[config.mk]
export PLATFORM = sky130hd
export DESIGN_NAME = vliw_scoreboard
export DESIGN_NICKNAME = d
export VERILOG_FILES = /design/src/rtl/vliw_pkg.sv /design/src/rtl/sb_match.sv /design/src/rtl/vliw_scoreboard.sv
export SDC_FILE = /design/constraint.sdc
export NUM_CORES = 1
export LEC_CHECK = 0
export BUFFER_PORTS_ARGS = -buffer_cell sky130_fd_sc_hd__clkbuf_2
export CAP_MARGIN = 20
export CORE_ASPECT_RATIO = 1.1
export CORE_MARGIN = 4
export CORE_UTILIZATION = 55
export CTS_CLUSTER_DIAMETER = 60
export DETAILED_ROUTE_END_ITERATION = 16
export PLACE_DENSITY = 0.82
export SYNTH_ARGS = -nofsm -noshare
export SYNTH_HDL_FRONTEND = slang
export SYNTH_SLANG_ARGS = --single-unit
[constraint.sdc]
create_clock -name clk -period 3.3 [get_ports clk]
set_input_delay 0.33 -clock clk [delete_from_list [all_inputs] [get_ports clk]]
set_output_delay 0.33 -clock clk [all_outputs]
set_load 0.01 [all_outputs]
[src/rtl/vliw_pkg.sv]
// rtl/vliw_pkg.sv - shared defaults and forwarding-select helpers for the VLIW scoreboard
package vliw_pkg;

    localparam int DEF_NUM_SLOTS  = 2;
    localparam int DEF_REG_AW     = 3;
    localparam int DEF_DEPTH      = 3;
    localparam int DEF_LOAD_READY = 1;

    // Width of one forwarding select: 0 means register file, then one code per table entry.
    function automatic int sel_width(input int depth, input int num_slots);
        return $clog2(depth * num_slots + 1);
    endfunction

    // Forwarding select code for the entry at a given stage and slot.
    function automatic int enc_sel(input int stage, input int slot, input int num_slots);
        return 1 + stage * num_slots + slot;
    endfunction

endpackage

[src/rtl/sb_match.sv]
// rtl/sb_match.sv - per-operand priority matcher against the in-flight write table
module sb_match
    import vliw_pkg::*;
#(
    parameter int NUM_SLOTS  = DEF_NUM_SLOTS,
    parameter int REG_AW     = DEF_REG_AW,
    parameter int DEPTH      = DEF_DEPTH,
    parameter int LOAD_READY = DEF_LOAD_READY,
    parameter int SW         = sel_width(DEF_DEPTH, DEF_NUM_SLOTS)
) (
    input  logic [REG_AW-1:0]                  src,
    input  logic [DEPTH*NUM_SLOTS-1:0]         tbl_valid,
    input  logic [DEPTH*NUM_SLOTS*REG_AW-1:0]  tbl_dst,
    input  logic [DEPTH*NUM_SLOTS-1:0]         tbl_load,
    output logic [SW-1:0]                      sel,
    output logic                               load_hazard
);

    // Scan oldest to youngest so the last hit (lowest stage, highest slot) wins.
    always_comb begin
        sel         = '0;
        load_hazard = 1'b0;
        for (int k = DEPTH - 1; k >= 0; k--) begin
            for (int s = 0; s < NUM_SLOTS; s++) begin
                if (tbl_valid[k*NUM_SLOTS+s] &&
                    tbl_dst[(k*NUM_SLOTS+s)*REG_AW +: REG_AW] == src) begin
                    sel         = SW'(enc_sel(k, s, NUM_SLOTS));
                    load_hazard = tbl_load[k*NUM_SLOTS+s] && (k < LOAD_READY);
                end
            end
        end
    end

endmodule

[src/rtl/vliw_scoreboard.sv]
// rtl/vliw_scoreboard.sv - VLIW issue scoreboard with forwarding selects and load-use stall
module vliw_scoreboard
    import vliw_pkg::*;
#(
    parameter int NUM_SLOTS  = DEF_NUM_SLOTS,
    parameter int REG_AW     = DEF_REG_AW,
    parameter int DEPTH      = DEF_DEPTH,
    parameter int LOAD_READY = DEF_LOAD_READY,
    localparam int SW        = sel_width(DEPTH, NUM_SLOTS)
) (
    input  logic                        clk,
    input  logic                        reset,
    input  logic                        issue_valid,
    input  logic [NUM_SLOTS*REG_AW-1:0] src_a,
    input  logic [NUM_SLOTS*REG_AW-1:0] src_b,
    input  logic [NUM_SLOTS*REG_AW-1:0] dst,
    input  logic [NUM_SLOTS-1:0]        dst_we,
    input  logic [NUM_SLOTS-1:0]        is_load,
    input  logic                        flush,
    output logic                        stall,
    output logic [NUM_SLOTS*SW-1:0]     fwd_a_sel,
    output logic [NUM_SLOTS*SW-1:0]     fwd_b_sel,
    output logic [SW-1:0]               inflight,
    output logic [15:0]                 stall_count,
    output logic                        err_waw
);

    localparam int N = DEPTH * NUM_SLOTS;

    // Table entry e = stage*NUM_SLOTS + slot; stage 0 is the youngest.
    logic [N-1:0]        tv;
    logic [N-1:0]        tl;
    logic [N*REG_AW-1:0] td;
    logic [2*NUM_SLOTS-1:0] hz;
    logic                accept;
    logic                waw;

    for (genvar s = 0; s < NUM_SLOTS; s++) begin : g_slot
        sb_match #(
            .NUM_SLOTS(NUM_SLOTS), .REG_AW(REG_AW), .DEPTH(DEPTH),
            .LOAD_READY(LOAD_READY), .SW(SW)
        ) u_match_a (
            .src(src_a[s*REG_AW +: REG_AW]), .tbl_valid(tv), .tbl_dst(td), .tbl_load(tl),
            .sel(fwd_a_sel[s*SW +: SW]), .load_hazard(hz[2*s])
        );
        sb_match #(
            .NUM_SLOTS(NUM_SLOTS), .REG_AW(REG_AW), .DEPTH(DEPTH),
            .LOAD_READY(LOAD_READY), .SW(SW)
        ) u_match_b (
            .src(src_b[s*REG_AW +: REG_AW]), .tbl_valid(tv), .tbl_dst(td), .tbl_load(tl),
            .sel(fwd_b_sel[s*SW +: SW]), .load_hazard(hz[2*s+1])
        );
    end

    // Flush overrides any load-use hazard; an accepted bundle is one neither stalled nor squashed.
    assign stall  = issue_valid & ~flush & (|hz);
    assign accept = issue_valid & ~stall & ~flush;

    // Detect two slots of the incoming bundle writing the same register.
    always_comb begin
        waw = 1'b0;
        for (int i = 0; i < NUM_SLOTS; i++) begin
            for (int j = i + 1; j < NUM_SLOTS; j++) begin
                if (dst_we[i] && dst_we[j] &&
                    dst[i*REG_AW +: REG_AW] == dst[j*REG_AW +: REG_AW]) begin
                    waw = 1'b1;
                end
            end
        end
    end

    // Count valid pending writes across the whole table.
    always_comb begin
        inflight = '0;
        for (int e = 0; e < N; e++) begin
            inflight = inflight + SW'(tv[e]);
        end
    end

    // Valid bits advance one stage per cycle; flush squashes the bundle leaving stage 0.
    always_ff @(posedge clk or negedge reset) begin
        if (!reset) begin
            tv <= '0;
        end else begin
            tv[0 +: NUM_SLOTS] <= accept ? dst_we : '0;
            for (int k = 1; k < DEPTH; k++) begin
                tv[k*NUM_SLOTS +: NUM_SLOTS] <= (k == 1 && flush) ? '0
                                              : tv[(k-1)*NUM_SLOTS +: NUM_SLOTS];
            end
        end
    end

    // Destination and load flags are qualified by the valid bits, so they need no reset.
    always_ff @(posedge clk) begin
        td[0 +: NUM_SLOTS*REG_AW] <= dst;
        tl[0 +: NUM_SLOTS]        <= is_load;
        for (int k = 1; k < DEPTH; k++) begin
            td[k*NUM_SLOTS*REG_AW +: NUM_SLOTS*REG_AW] <= td[(k-1)*NUM_SLOTS*REG_AW +: NUM_SLOTS*REG_AW];
            tl[k*NUM_SLOTS +: NUM_SLOTS]               <= tl[(k-1)*NUM_SLOTS +: NUM_SLOTS];
        end
    end

    // Saturating stall counter and sticky same-bundle WAW flag.
    always_ff @(posedge clk or negedge reset) begin
        if (!reset) begin
            stall_count <= '0;
            err_waw     <= 1'b0;
        end else begin
            if (stall && stall_count != 16'hFFFF) begin
                stall_count <= stall_count + 16'd1;
            end
            if (accept && waw) begin
                err_waw <= 1'b1;
            end
        end
    end

endmodule
* Word-level counts from Yosys, hierarchy flattened *
Cells that the tools add are included.

cells by class
  add/subtract/negate cells = 6
  equal/unequal tests = 26
  multiplexer cells = 35
  bitwise gates (word level) = 6
  reduce and logical (&&, ||, !) cells = 29

operators by type and width
  kind                                            number
  equality test 3 bit                             25
  2-to-1 mux 3 bit                                24
  logical AND 1 bit                               28
  adder 16 x 1 -> 16 bit (second input constant)  1
  inequality test 16 bit (second input constant)  1
  adder 3 x 1 -> 3 bit                            3
  2-to-1 mux 1 bit                                9
  bitwise AND 1 bit                               4
  2-to-1 mux 2 bit                                2
  OR reduction 4 bit                              1
  adder 2 x 1 -> 3 bit                            1
  adder 1 x 1 -> 2 bit                            1
  inverter 1 bit                                  2

word-level totals
  flip-flop bits (word level) = 43
  bits of input ports = 26
  output and inout port bits = 33
  logic and storage cells = 107

* Logic depth before layout (Yosys ltp) *
Gate-level depths: netlist (run 1).

  depth after elaboration = 10
  gate-level depth with buffers = 9
  mapped depth without buffers = 7

* Modules after synthesis *
From an unflattened synthesis (run 1), not the netlist that was laid out.

unflattened totals
  cell total of the unflattened synthesis = 281
  area total of the unflattened synthesis = 2,942.8 µm²

modules (own cells, without submodules)
  module           times used  cells an instance  area each (µm²)  sequential area each (µm²)
  vliw_scoreboard  1           121                1,631.6          1,056.0
  sb_match         4           40                 327.8            0.0

* Worst setup path after synthesis (run 1) *
No wires, ideal clock.

  kind = register -> output
  start point = reg tv[0]
  end point = out inflight[1]
  arrival time = 2,202 ps
  data required time = 2,970 ps
  setup slack = 768 ps
  cell stages (with the launch flop) = 7
  buffers on the path = 0
  cells stage by stage = dfrtp_1 fa_1 inv_1 fa_1 inv_1 ha_1 fa_1

between the ends
  word-level cells in the longest chain between the ends = 5

RTL lines
  what                               line                   text
  start, declared                    vliw_scoreboard.sv:31  logic [N-1:0] tv;
  start signal, assigned by index    vliw_scoreboard.sv:85  tv[0 +: NUM_SLOTS] <= accept ? dst_we : '0;
  start signal, assigned by index    vliw_scoreboard.sv:87  tv[k*NUM_SLOTS +: NUM_SLOTS] <= (k == 1 && flush) ? '0
  adder 1 x 1 -> 2 bit               vliw_scoreboard.sv:76  inflight = inflight + SW'(tv[e]);
  adder 2 x 1 -> 3 bit               vliw_scoreboard.sv:76
  adder 3 x 1 -> 3 bit (3 in a row)  vliw_scoreboard.sv:76
  end, declared                      vliw_scoreboard.sv:23  output logic [SW-1:0] inflight,

Every way passes these cells.

* Final worst setup path (run 1) *
Ends and elaborated chain as after synthesis.

==> results of run 1 <==
kinds of logic after synthesis:
logic type / after synthesis
adders and majority gates: 5
AOI/OAI and AO/OA: 16
DFF: 43
and+or+nand+nor: 99
buffers and inverters: 42
xor gates and xnor gates: 89
muxes: 2
sequential cells by signal, indices dropped and copies added (netlist names):
name and cells:
err_waw 1, tv 6, tl 2, stall_count 16
td 18
stage by stage:
stage          instance area [µm²]  hold slack, ps
2_1_floorplan                 2800            34.4
3_3_place_gp                  2940             351
3_5_place_dp                  2940             355
4_1_cts                       3050            26.3
5_1_grt                       3050            48.2
6_report                      3050            10.7
synth_stat cells, types with 3 or more instances:
cell                        n
sky130_fd_sc_hd__clkbuf_1  10
sky130_fd_sc_hd__a21boi_0   4
sky130_fd_sc_hd__dfrtp_1   23
sky130_fd_sc_hd__and3_1     3
sky130_fd_sc_hd__and2_1     3
sky130_fd_sc_hd__o21ai_0    4
sky130_fd_sc_hd__nor2_1     5
sky130_fd_sc_hd__xnor2_1   85
sky130_fd_sc_hd__inv_1     10
sky130_fd_sc_hd__buf_4      6
sky130_fd_sc_hd__dfxtp_1   20
sky130_fd_sc_hd__xor2_1     4
sky130_fd_sc_hd__nand3_1   11
sky130_fd_sc_hd__a21oi_1    5
sky130_fd_sc_hd__nor2b_1    5
sky130_fd_sc_hd__nand2_1   33
sky130_fd_sc_hd__nand4_1   26
sky130_fd_sc_hd__fa_1       3
sky130_fd_sc_hd__buf_6     11
cell usage in the layout, fill, tap and decap left out, types with 3 or more instances in the layout:
cell type and instances:
sky130_fd_sc_hd__clkbuf_2 58, sky130_fd_sc_hd__nor2_1 5, sky130_fd_sc_hd__xor2_1 4, sky130_fd_sc_hd__a21boi_0 4, sky130_fd_sc_hd__dfrtp_1 23, sky130_fd_sc_hd__dfxtp_1 20
sky130_fd_sc_hd__xnor2_1 85, sky130_fd_sc_hd__inv_1 10, sky130_fd_sc_hd__nand3_1 11, sky130_fd_sc_hd__nand2_1 33, sky130_fd_sc_hd__fa_1 3, sky130_fd_sc_hd__nand4_1 26
sky130_fd_sc_hd__and3_1 3, sky130_fd_sc_hd__nor2b_1 5, sky130_fd_sc_hd__a21oi_1 5, sky130_fd_sc_hd__clkbuf_8 5, sky130_fd_sc_hd__o21ai_0 4, sky130_fd_sc_hd__and2_1 3
final timing paths:
path                                 start                         end  slack, ps  cells past startpoint
setup / recovery           tv[0]$_DFF_PN0_                 inflight[1]        300                      7
hold / removal                       reset  stall_count[2]$_DFFE_PN0P_         10                      1
setup reg to reg             td[3]$_DFF_P_         err_waw$_DFFE_PN0P_       1090                      7
hold reg to reg              td[4]$_DFF_P_              td[10]$_DFF_P_        450                      0
max in group asynchronous            reset         err_waw$_DFFE_PN0P_       2890                      1
min in group clk                is_load[0]               tl[0]$_DFF_P_        140                      1
metal layers:
| layer | GRT usage [%] | vias up | part of all wire [%] |
|---|---|---|---|
| li1 | - | 1023 | - |
| met1 | 27.1 | 1034 | 42 |
| met2 | 35.0 | 76 | 50 |
| met3 | 4.44 | 10 | 6.1 |
| met4 | 7.28 | 0 | 2.1 |
| met5 | 0 | - | 0 |
worst max-delay path, delay by kind of cell, from the launching register on:
| kind | cells | cell delay [ps] |
|---|---|---|
| buf+inv | 3 | 210 |
| fa+ha+maj | 4 | 1690 |
| flops | 1 | 480 |
power by group:
part	switching, W	internal (W)	total (W)
registers	0.0000462	0.000555	0.000601
clock network	0.000185	0.000226	0.000411
logic	0.000108	0.000114	0.000222
cell type report:
type	instances	area, µm²	area share (%)
Tap cell	56	70.1	2.30
Clock inverter	3	42.5	1.39
Clock buffer	5	68.8	2.26
Sequential cell	43	976	32.0
Inverter	10	37.5	1.23
Timing Repair Buffer	59	298	9.76
Multi-Input combinational cell	211	1560	51.1
==> load_flow_metrics.sql, run 1 <==
INSERT INTO impl_metrics (metric_group, metric, value, unit) VALUES
('outcome', 'status', 'finished, final reports clean', ''),
('synthesis', 'yosys.area.top_type_share', '26.6', '%'),
('clocking', 'clk_root_buffer_cell', 'sky130_fd_sc_hd__clkbuf_8', ''),
('critical_path', 'worst_path_max_delay_cell', 'sky130_fd_sc_hd__fa_1', ''),
('final_layout', 'fillers', '387', ''),
('power_and_ir_drop', 'maximum_ir_drop_on_the_vdd_rail', '0.000292', 'V'),
('power_and_ir_drop', 'total_power_divided_by_cell_area', '404', 'nW/µm²'),
('route', 'avgViaCountPerCell', '5.54', ''),
('final_layout', 'design.final.nets', '361', ''),
('clocking', 'holdBufCountCts', '0', ''),
('route', 'drtPass1Iterations', '5', ''),
('floorplanning', 'floorplan.core_area', '4780', 'µm²'),
('final_layout', 'post_layout_nonfiller_instances', '387', ''),
('route', 'drc', '0', ''),
('global_routing', 'global_route.overflow_total', '0', ''),
('floorplanning', 'fp.dieH', '82.8', 'µm'),
('critical_path', 'crit_fanout', '6', ''),
('synthesis', 'yosys_register_bits', '43', ''),
('final_layout', 'insertedDiodeCount', '0', ''),
('synthesis', 'synth_cells', '296', ''),
('timing', 'fin_crit', '3000', 'ps'),
('worst_hold_path', 'hp_class', 'primary input to async pin', ''),
('clocking', 'clkSlewWorstSetupHoldPaths', '90', 'ps'),
('synthesis', 'yosys.area_share.adder', '3.04', '%'),
('route', 'routed-via-count', '2143', ''),
('final_layout', 'layout_cells_sized_above_1', '23.0', '%'),
('route', 'detail_route.wl_per_cell', '16.4', 'µm'),
('synthesis', 'synth_area_per_cell', '9.46', 'µm²'),
('synthesis', 'synthSimpleGateAreaFrac', '19.9', '%'),
('clocking', 'cts_tree', 'built', ''),
('critical_path', 'timing.critical_path.slowest_cell_delay', '570', 'ps'),
('global_routing', 'grt.total_usage', '21.1', '%'),
('clocking', 'number_of_buffers_created_by_cts', '5', ''),
('floorplanning', 'die-width', '76.0', 'µm'),
('timing', 'final_max_slew_viol_count', '0', ''),
('timing', 'worstMarginPinSlew', '581', 'ps'),
('global_routing', 'antenna_found_initial', '0', ''),
('critical_path', 'worst_setup_path_start_kind', 'flip-flop', ''),
('clocking', 'numClockSinks', '43', ''),
('synthesis', 'synthesis.nets', '327', ''),
('synthesis', 'dominantRegCellSynth', 'sky130_fd_sc_hd__dfrtp_1', ''),
('global_routing', 'grt_max_degree', '24', ''),
('timing', 'post-route-worst-setup-slack', '301', 'ps'),
('final_layout', 'signed_area_change_from_the_synthesized_netlist_to_the_final_layout', '8.94', '%'),
('route', 'detail_route.iter0.violations', '160', ''),
('global_routing', 'grt_pass1_wl', '10900', 'µm'),
('synthesis', 'dominant_combinational_cell_family_by_area_after_synthesis', 'XOR/XNOR gates', ''),
('synthesis', 'post_synth_xor_area_fraction', '27.8', '%'),
('place', 'dpl.hpwl', '4790', 'µm'),
('timing', 'final-setup-viol-count', '0', ''),
('timing', 'share_of_the_cycle_needed_by_the_critical_path_after_routing', '90.9', '%'),
('synthesis', 'synthesis.yosys.warnings', '0', ''),
('critical_path', 'crit_type', 'flip-flop to output port', ''),
('clocking', 'h-tree-depth', '2', ''),
('place', 'routability_cong', '0.930', ''),
('critical_path', 'crit_required', '2970', 'ps'),
('route', 'ant_nets', '0', ''),
('final_layout', 'utilization', '63.8', '%'),
('place', 'numPlacedInstances', '379', ''),
('synthesis', 'yosys-top-cells-area', 'sky130_fd_sc_hd__xnor2_1, sky130_fd_sc_hd__dfrtp_1, sky130_fd_sc_hd__dfxtp_1', ''),
('synthesis', 'synth_compound_gate_area_share', '3.93', '%'),
('timing', 'timing.setup.tns', '0', 'ps'),
('global_routing', 'vias_in_the_first_global_route', '2230', ''),
('route', 'totalWireLength', '6340', 'µm'),
('clocking', 'post_cts_resized', '0', ''),
('timing', 'worst_skew', '10.9', 'ps'),
('clocking', 'max-clock-path-buffers', '2', ''),
('synthesis', 'synth_enable_flop_cells', '0', ''),
('clocking', 'clk-insertion-delay-late', '300', 'ps'),
('critical_path', 'critPathMostFrequentCell', 'sky130_fd_sc_hd__fa_1', ''),
('timing', 'timing.slew.headroom', '61.2', '%');
Power figures use the tool's default switching activity.
==> run 2: changes to the inputs <==
--- a/config.mk
+++ b/config.mk
@@ -12,7 +12,7 @@
 export CORE_UTILIZATION = 55
 export CTS_CLUSTER_DIAMETER = 60
 export DETAILED_ROUTE_END_ITERATION = 16
-export PLACE_DENSITY = 0.82
+export PLACE_DENSITY = 0.89
 export SYNTH_ARGS = -nofsm -noshare
 export SYNTH_HDL_FRONTEND = slang
 export SYNTH_SLANG_ARGS = --single-unit
==> load_flow_metrics.sql, run 2 (synthesis gave the netlist of run 1 again) <==
INSERT INTO impl_metrics (metric_group, metric, value, unit) VALUES
('clocking', 'h-tree-depth', '2', ''),
('floorplanning', 'die-area', '6300', 'µm²'),
('critical_path', 'crit_type', 'flip-flop to output port', ''),
('timing', 'final-setup-viol-count', '0', ''),
('power_and_ir_drop', 'total_power_divided_by_cell_area', '383', 'nW/µm²'),
('floorplanning', 'floorplan.core_area', '4780', 'µm²'),
('global_routing', 'antenna_found_initial', '0', ''),
('clocking', 'clkSlewWorstSetupHoldPaths', '80', 'ps'),
('critical_path', 'crit_required', '2970', 'ps'),
('route', 'totalWireLength', '6230', 'µm'),
('clocking', 'holdBufCountCts', '0', ''),
('floorplanning', 'floorplan.rows', '26', ''),
('clocking', 'post_cts.repair.setup_buffers', '0', ''),
('job', 'cap_violations', '0', ''),
('clocking', 'cts_tree', 'built', ''),
('timing', 'fmax', '333', 'MHz'),
('critical_path', 'crit_arrival', '2670', 'ps'),
('outcome', 'status', 'finished, final reports clean', ''),
('floorplanning', 'initial_core_util', '58.6', '%'),
('floorplanning', 'io_pins', '59', ''),
('timing', 'timing_hold_violations_final', '0', ''),
('critical_path', 'end_kind', 'output port', ''),
('final_layout', 'layout_commonest_cell', 'sky130_fd_sc_hd__xnor2_1', ''),
('clocking', 'numClockSinks', '43', ''),
('route', 'ant_nets', '0', ''),
('clocking', 'clk_root_buffer_cell', 'sky130_fd_sc_hd__clkbuf_8', ''),
('power_and_ir_drop', 'net-switching-power', '0.000324', 'W'),
('timing', 'share_of_the_cycle_needed_by_the_critical_path_after_routing', '91.0', '%'),
('final_layout', 'design.final.nets', '361', ''),
('route', 'detail_route.iter0.violations', '177', ''),
('power_and_ir_drop', 'power_leakage', '1.40', 'nW'),
('global_routing', 'grt.total_usage', '19.7', '%'),
('global_routing', 'global_route.overflow_total', '0', ''),
('timing', 'rsz0062_at_grt', 'no', ''),
('floorplanning', 'die-width', '76.0', 'µm'),
('clocking', 'number_of_buffers_created_by_cts', '5', ''),
('timing', 'final_max_slew_viol_count', '0', ''),
('route', 'avgViaCountPerCell', '5.47', ''),
('power_and_ir_drop', 'power.combinational.fraction', '19.0', '%'),
('timing', 'worst_skew', '6.55', 'ps'),
('power_and_ir_drop', 'switching_share_of_total_power', '27.9', '%'),
('final_layout', 'insertedDiodeCount', '0', ''),
('critical_path', 'worst_setup_path_start_kind', 'flip-flop', ''),
('timing', 'timing.slew.headroom', '62.3', '%'),
('global_routing', 'grt_max_degree', '24', ''),
('power_and_ir_drop', 'p_seq_share', '51.8', '%'),
('floorplanning', 'fp.dieH', '82.8', 'µm'),
('clocking', 'post_cts_resized', '0', ''),
('timing', 'fin_crit', '3000', 'ps'),
('global_routing', 'vias_in_the_first_global_route', '2092', ''),
('critical_path', 'reg2regPathDepth', '7', ''),
('final_layout', 'layout_cells_sized_above_1', '23.0', '%'),
('final_layout', 'top_register', 'td', ''),
('timing', 'timing.setup.tns', '0', 'ps'),
('worst_hold_path', 'hp_class', 'primary input to async pin', ''),
('place', 'placement.io_buffers', '58', ''),
('clocking', 'max-clock-path-buffers', '2', ''),
('place', 'routability_cong', '0.974', ''),
('route', 'detail_route.wl_per_cell', '16.1', 'µm'),
('final_layout', 'largest_reg_flops', '18', ''),
('route', 'drtPass1Iterations', '4', ''),
('global_routing', 'grt_pass1_wl', '10100', 'µm'),
('final_layout', 'most-common-layout-cells', 'sky130_fd_sc_hd__xnor2_1, sky130_fd_sc_hd__clkbuf_2, sky130_fd_sc_hd__nand2_1', ''),
('clocking', 'clk-insertion-delay-late', '290', 'ps'),
('critical_path', 'crit_fanout', '6', ''),
('final_layout', 'signed_area_change_from_the_synthesized_netlist_to_the_final_layout', '8.22', '%'),
('route', 'routed-via-count', '2116', ''),
('power_and_ir_drop', 'clockPowerShare', '29.2', '%'),
('power_and_ir_drop', 'maximum_ir_drop_on_the_vdd_rail', '0.000334', 'V'),
('power_and_ir_drop', 'cell_internal_pwr', '0.000838', 'W'),
('timing', 'worstMarginPinSlew', '565', 'ps'),
('final_layout', 'top_regs', 'td (18), stall_count (16), tv (6)', ''),
('final_layout', 'utilization', '63.4', '%'),
('place', 'dpl.hpwl', '4800', 'µm'),
('route', 'drc', '0', '');
-- run 2: cell count changes in the layout (fill, tap and decap cells not counted), sizes merged --
cell and change:
clkbuf +2, inv -1, bufinv -1
-- run 2: critical path, stage by stage, from the launching register on --
cell and delay (ps):
sky130_fd_sc_hd__dfrtp_1 480, sky130_fd_sc_hd__fa_1 570, sky130_fd_sc_hd__inv_1 50, sky130_fd_sc_hd__fa_1 470
sky130_fd_sc_hd__inv_1 40, sky130_fd_sc_hd__ha_1 180, sky130_fd_sc_hd__fa_1 470, sky130_fd_sc_hd__clkbuf_2 130
-- run 2: worst paths after layout --
check | startpoint | end | slack (ps)
max in group asynchronous | reset | tv[0]$_DFF_PN0_ | 2910
min in group clk | is_load[1] | tl[1]$_DFF_P_ | 140
min reg2reg | td[1]$_DFF_P_ | td[7]$_DFF_P_ | 460
max reg2reg | td[5]$_DFF_P_ | err_waw$_DFFE_PN0P_ | 1070
min | reset | stall_count[4]$_DFFE_PN0P_ | 10
max | tv[0]$_DFF_PN0_ | inflight[1] | 300
-- run 2: metrics by stage --
step                      instances  area, µm²  worst slack, ps  hold WS, ps  power (W)
final                           387       3030              297         10.5    0.00116
after global routing            387       3030              176         51.2    0.00121
after CTS                       387       3030              293         26.7    0.00117
after detailed placement        379       2940              597          343   0.000833
after global placement          379       2940              650          336   0.000820
after floorplan                 296       2800              768         34.4   0.000780
-- run 2: layer usage --
metal  global-route usage, %  wire, µm  vias up  share of wire (%)
met5                       0         0        -                  0
met4                    8.09       152        0                2.4
met3                    4.11       414       16                6.6
met2                    32.1      3160       80                 51
met1                    25.2      2500      995                 40
li1                        -         -     1025                  -
-- run 2: power groups by stage --
stage / combinational, W / sequential (W) / clock (W)
6_report: 0.000221 / 0.000601 / 0.000340
5_1_grt: 0.000241 / 0.000608 / 0.000365
4_1_cts: 0.000224 / 0.000601 / 0.000346
3_5_place_dp: 0.000221 / 0.000612 / 0
3_3_place_gp: 0.000210 / 0.000609 / 0
2_1_floorplan: 0.000185 / 0.000596 / 0
-- run 2: final cells by class --
class,count,area (µm²)
fillers,380,1750
inverters,10,37.5
repair buffers,59,298
multi-input cells,211,1560
clock inverters,1,5.00
flip-flops and latches,43,976
clock buffers,7,86.3
well taps,56,70.1
==> run 3: changes to the inputs <==
--- a/config.mk
+++ b/config.mk
@@ -5,13 +5,12 @@
 export SDC_FILE = /design/constraint.sdc
 export NUM_CORES = 1
 export LEC_CHECK = 0
-export BUFFER_PORTS_ARGS = -buffer_cell sky130_fd_sc_hd__clkbuf_2
-export CAP_MARGIN = 20
-export CORE_ASPECT_RATIO = 1.1
+export CORE_ASPECT_RATIO = 0.6
 export CORE_MARGIN = 4
-export CORE_UTILIZATION = 55
+export CORE_UTILIZATION = 64
 export CTS_CLUSTER_DIAMETER = 60
 export DETAILED_ROUTE_END_ITERATION = 16
+export DONT_BUFFER_PORTS = 1
 export PLACE_DENSITY = 0.89
 export SYNTH_ARGS = -nofsm -noshare
 export SYNTH_HDL_FRONTEND = slang
==> load_flow_metrics.sql, run 3 (synthesis gave the netlist of run 1 again) <==
INSERT INTO impl_metrics (metric_group, metric, value, unit) VALUES
('critical_path', 'worst_setup_path_start_kind', 'flip-flop', ''),
('critical_path', 'cp-endpoint', 'inflight[1]', ''),
('final_layout', 'top_register', 'td', ''),
('clocking', 'cts_tree', 'built', ''),
('timing', 'rsz0062_at_grt', 'no', ''),
('critical_path', 'worstPathBufferInverterCount', '2', ''),
('power_and_ir_drop', 'switching_share_of_total_power', '26.2', '%'),
('power_and_ir_drop', 'total_power_divided_by_cell_area', '411', 'nW/µm²'),
('timing', 'worst_skew', '5.17', 'ps'),
('global_routing', 'grt_pass1_wl', '10000', 'µm'),
('clocking', 'clk-insertion-delay-late', '290', 'ps'),
('power_and_ir_drop', 'net-switching-power', '0.000298', 'W'),
('critical_path', 'critPathMostFrequentCell', 'sky130_fd_sc_hd__fa_1', ''),
('critical_path', 'timing.critical_path.slowest_cell_delay', '560', 'ps'),
('final_layout', 'utilization', '66.4', '%'),
('clocking', 'number_of_buffers_created_by_cts', '5', ''),
('final_layout', 'insertedDiodeCount', '0', ''),
('route', 'drc', '0', ''),
('worst_hold_path', 'hp_class', 'primary input to flip-flop', ''),
('timing', 'final-setup-viol-count', '0', ''),
('final_layout', 'layout_commonest_cell', 'sky130_fd_sc_hd__xnor2_1', ''),
('timing', 'timing.setup.tns', '0', 'ps'),
('floorplanning', 'die-area', '5530', 'µm²'),
('power_and_ir_drop', 'clockPowerShare', '31.8', '%'),
('place', 'routability_cong', '0.919', ''),
('job', 'cap_violations', '0', ''),
('critical_path', 'crit_type', 'flip-flop to output port', ''),
('floorplanning', 'die-width', '93.4', 'µm'),
('timing', 'final_max_slew_viol_count', '0', ''),
('critical_path', 'worst_path_max_delay_cell', 'sky130_fd_sc_hd__fa_1', ''),
('final_layout', 'design.final.nets', '304', ''),
('route', 'totalWireLength', '6170', 'µm'),
('critical_path', 'crit_arrival', '2600', 'ps'),
('worst_hold_path', 'hp-start', 'is_load[1]', ''),
('critical_path', 'critical_path.reg2reg.endpoint', 'err_waw$_DFFE_PN0P_', ''),
('final_layout', 'regArea', '976', 'µm²'),
('critical_path', 'cp_launch_point', 'tv[0]$_DFF_PN0_', ''),
('place', 'numPlacedInstances', '325', ''),
('global_routing', 'antenna_found_initial', '0', ''),
('global_routing', 'vias_in_the_first_global_route', '1929', ''),
('global_routing', 'grt.total_usage', '23.9', '%'),
('clocking', 'max-clock-path-buffers', '2', ''),
('timing', 'timing.slew.headroom', '32.5', '%'),
('final_layout', 'top_regs', 'td (18), stall_count (16), tv (6)', ''),
('power_and_ir_drop', 'power.combinational.fraction', '13.9', '%'),
('route', 'ant_nets', '0', ''),
('route', 'routed-via-count', '1989', ''),
('critical_path', 'timing.critical_path.depth', '6', ''),
('floorplanning', 'io_pins', '59', ''),
('outcome', 'status', 'finished, final reports clean', ''),
('route', 'avgViaCountPerCell', '5.96', ''),
('power_and_ir_drop', 'cell_internal_pwr', '0.000840', 'W'),
('route', 'detail_route.iter0.violations', '124', ''),
('place', 'placement.io_buffers', '0', ''),
('power_and_ir_drop', 'maximum_ir_drop_on_the_vdd_rail', '0.000381', 'V'),
('timing', 'worstMarginPinSlew', '1010', 'ps'),
('power_and_ir_drop', 'p_seq_share', '54.3', '%'),
('final_layout', 'multi_input_gate_area_in_the_final_layout', '1560', 'µm²'),
('power_and_ir_drop', 'power_leakage', '1.16', 'nW'),
('critical_path', 'crit_family', 'adder cells', ''),
('clocking', 'clk_root_buffer_cell', 'sky130_fd_sc_hd__clkbuf_8', ''),
('global_routing', 'grt_max_degree', '24', ''),
('final_layout', 'fillers', '341', ''),
('critical_path', 'end_kind', 'output port', ''),
('place', 'dpl.hpwl', '5030', 'µm'),
('critical_path', 'reg2regPathDepth', '7', ''),
('critical_path', 'r2r_start', 'td[4]$_DFF_P_', ''),
('critical_path', 'crit_fanout', '6', ''),
('timing', 'share_of_the_cycle_needed_by_the_critical_path_after_routing', '88.7', '%'),
('critical_path', 'crit_required', '2970', 'ps'),
('timing', 'fmax', '342', 'MHz'),
('floorplanning', 'floorplan.core_area', '4170', 'µm²'),
('clocking', 'numClockSinks', '43', ''),
('power_and_ir_drop', 'total_power', '0.00114', 'W'),
('route', 'drtPass1Iterations', '4', ''),
('floorplanning', 'initial_core_util', '67.2', '%'),
('final_layout', 'signed_area_change_from_the_synthesized_netlist_to_the_final_layout', '-1.21', '%'),
('critical_path', 'path_cells', 'fa_1, inv_1, fa_1, inv_1, ha_1, fa_1', ''),
('route', 'detail_route.wl_per_cell', '18.5', 'µm'),
('critical_path', 'worst-r2r-setup-slack', '1040', 'ps'),
('clocking', 'h-tree-depth', '2', ''),
('timing', 'timing_hold_violations_final', '0', ''),
('final_layout', 'most-common-layout-cells', 'sky130_fd_sc_hd__xnor2_1, sky130_fd_sc_hd__nand2_1, sky130_fd_sc_hd__nand4_1', ''),
('floorplanning', 'fp.dieH', '59.2', 'µm'),
('clocking', 'clkSlewWorstSetupHoldPaths', '80', 'ps'),
('final_layout', 'post_layout_nonfiller_instances', '334', ''),
('global_routing', 'global_route.overflow_total', '0', ''),
('floorplanning', 'floorplan.rows', '18', ''),
('final_layout', 'layout_cells_sized_above_1', '6.93', '%'),
('timing', 'fin_crit', '2930', 'ps'),
('final_layout', 'largest_reg_flops', '18', '');
[run 3: cell count changes in the layout (fill, tap and decap cells not counted)]
| cell | previous run | this run |
|---|---|---|
| sky130_fd_sc_hd__clkbuf_8 | 6 | 7 |
| sky130_fd_sc_hd__clkbuf_1 | 1 | 0 |
| sky130_fd_sc_hd__clkinv_2 | 1 | 0 |
| sky130_fd_sc_hd__inv_4 | 0 | 1 |
| sky130_fd_sc_hd__clkbuf_2 | 58 | 0 |
| sky130_fd_sc_hd__dlygate4sd3_1 | 0 | 1 |
[run 3: area by class of cell]
cell class / count / share of cell area, %
multi-input combinational: 211 / 56.3
sequential: 43 / 35.3
clock buffer: 7 / 3.48
tap: 60 / 2.71
inverter: 10 / 1.36
timing repair buffer: 2 / 0.633
clock inverter: 1 / 0.226
[run 3: how the worst min path moves through the flow]
stage | to | cells after the start | slack, ps
final | tl[1]$_DFF_P_ | 0 | 60
after global placement | stall_count[1]$_DFFE_PN0P_ | 0 | 30
after global routing | td[0]$_DFF_P_ | 0 | 40
after detailed placement | stall_count[1]$_DFFE_PN0P_ | 0 | 30
after floorplan | err_waw$_DFFE_PN0P_ | 0 | 30
after CTS | td[0]$_DFF_P_ | 0 | 50
[run 3: metal layers]
metal | track usage, % | up-vias | wire length, µm
li1 | - | 915 | -
met1 | 33.1 | 982 | 2780
met2 | 36.5 | 82 | 2640
met3 | 8.76 | 10 | 664
met4 | 4.59 | 0 | 78
met5 | 0 | - | 0
[run 3: what timing repair did]
item | 4_1_cts | 5_1_grt
setup buffers | 0 | 0
resized for setup | 0 | 0
endpoints found under the hold margin | 23 | 0
hold buffers | 1 | 0
[run 3: through the flow]
stage               instance area [µm²]  setup WS (ps)  hold WS (ps)
floorplan                          2800            768          34.4
global placement                   2650            706          34.8
detailed placement                 2650            664          34.8
CTS                                2770            362          54.9
global route                       2770            256          36.2
finish                             2770            373          57.9
[run 3: power by group through the flow]
stage / clock network (W) / logic, W / registers, W
4_1_cts: 0.000368 / 0.000160 / 0.000617
3_3_place_gp: 0 / 0.000141 / 0.000624
3_5_place_dp: 0 / 0.000153 / 0.000628
5_1_grt: 0.000395 / 0.000176 / 0.000624
2_1_floorplan: 0 / 0.000185 / 0.000596
6_report: 0.000362 / 0.000158 / 0.000618
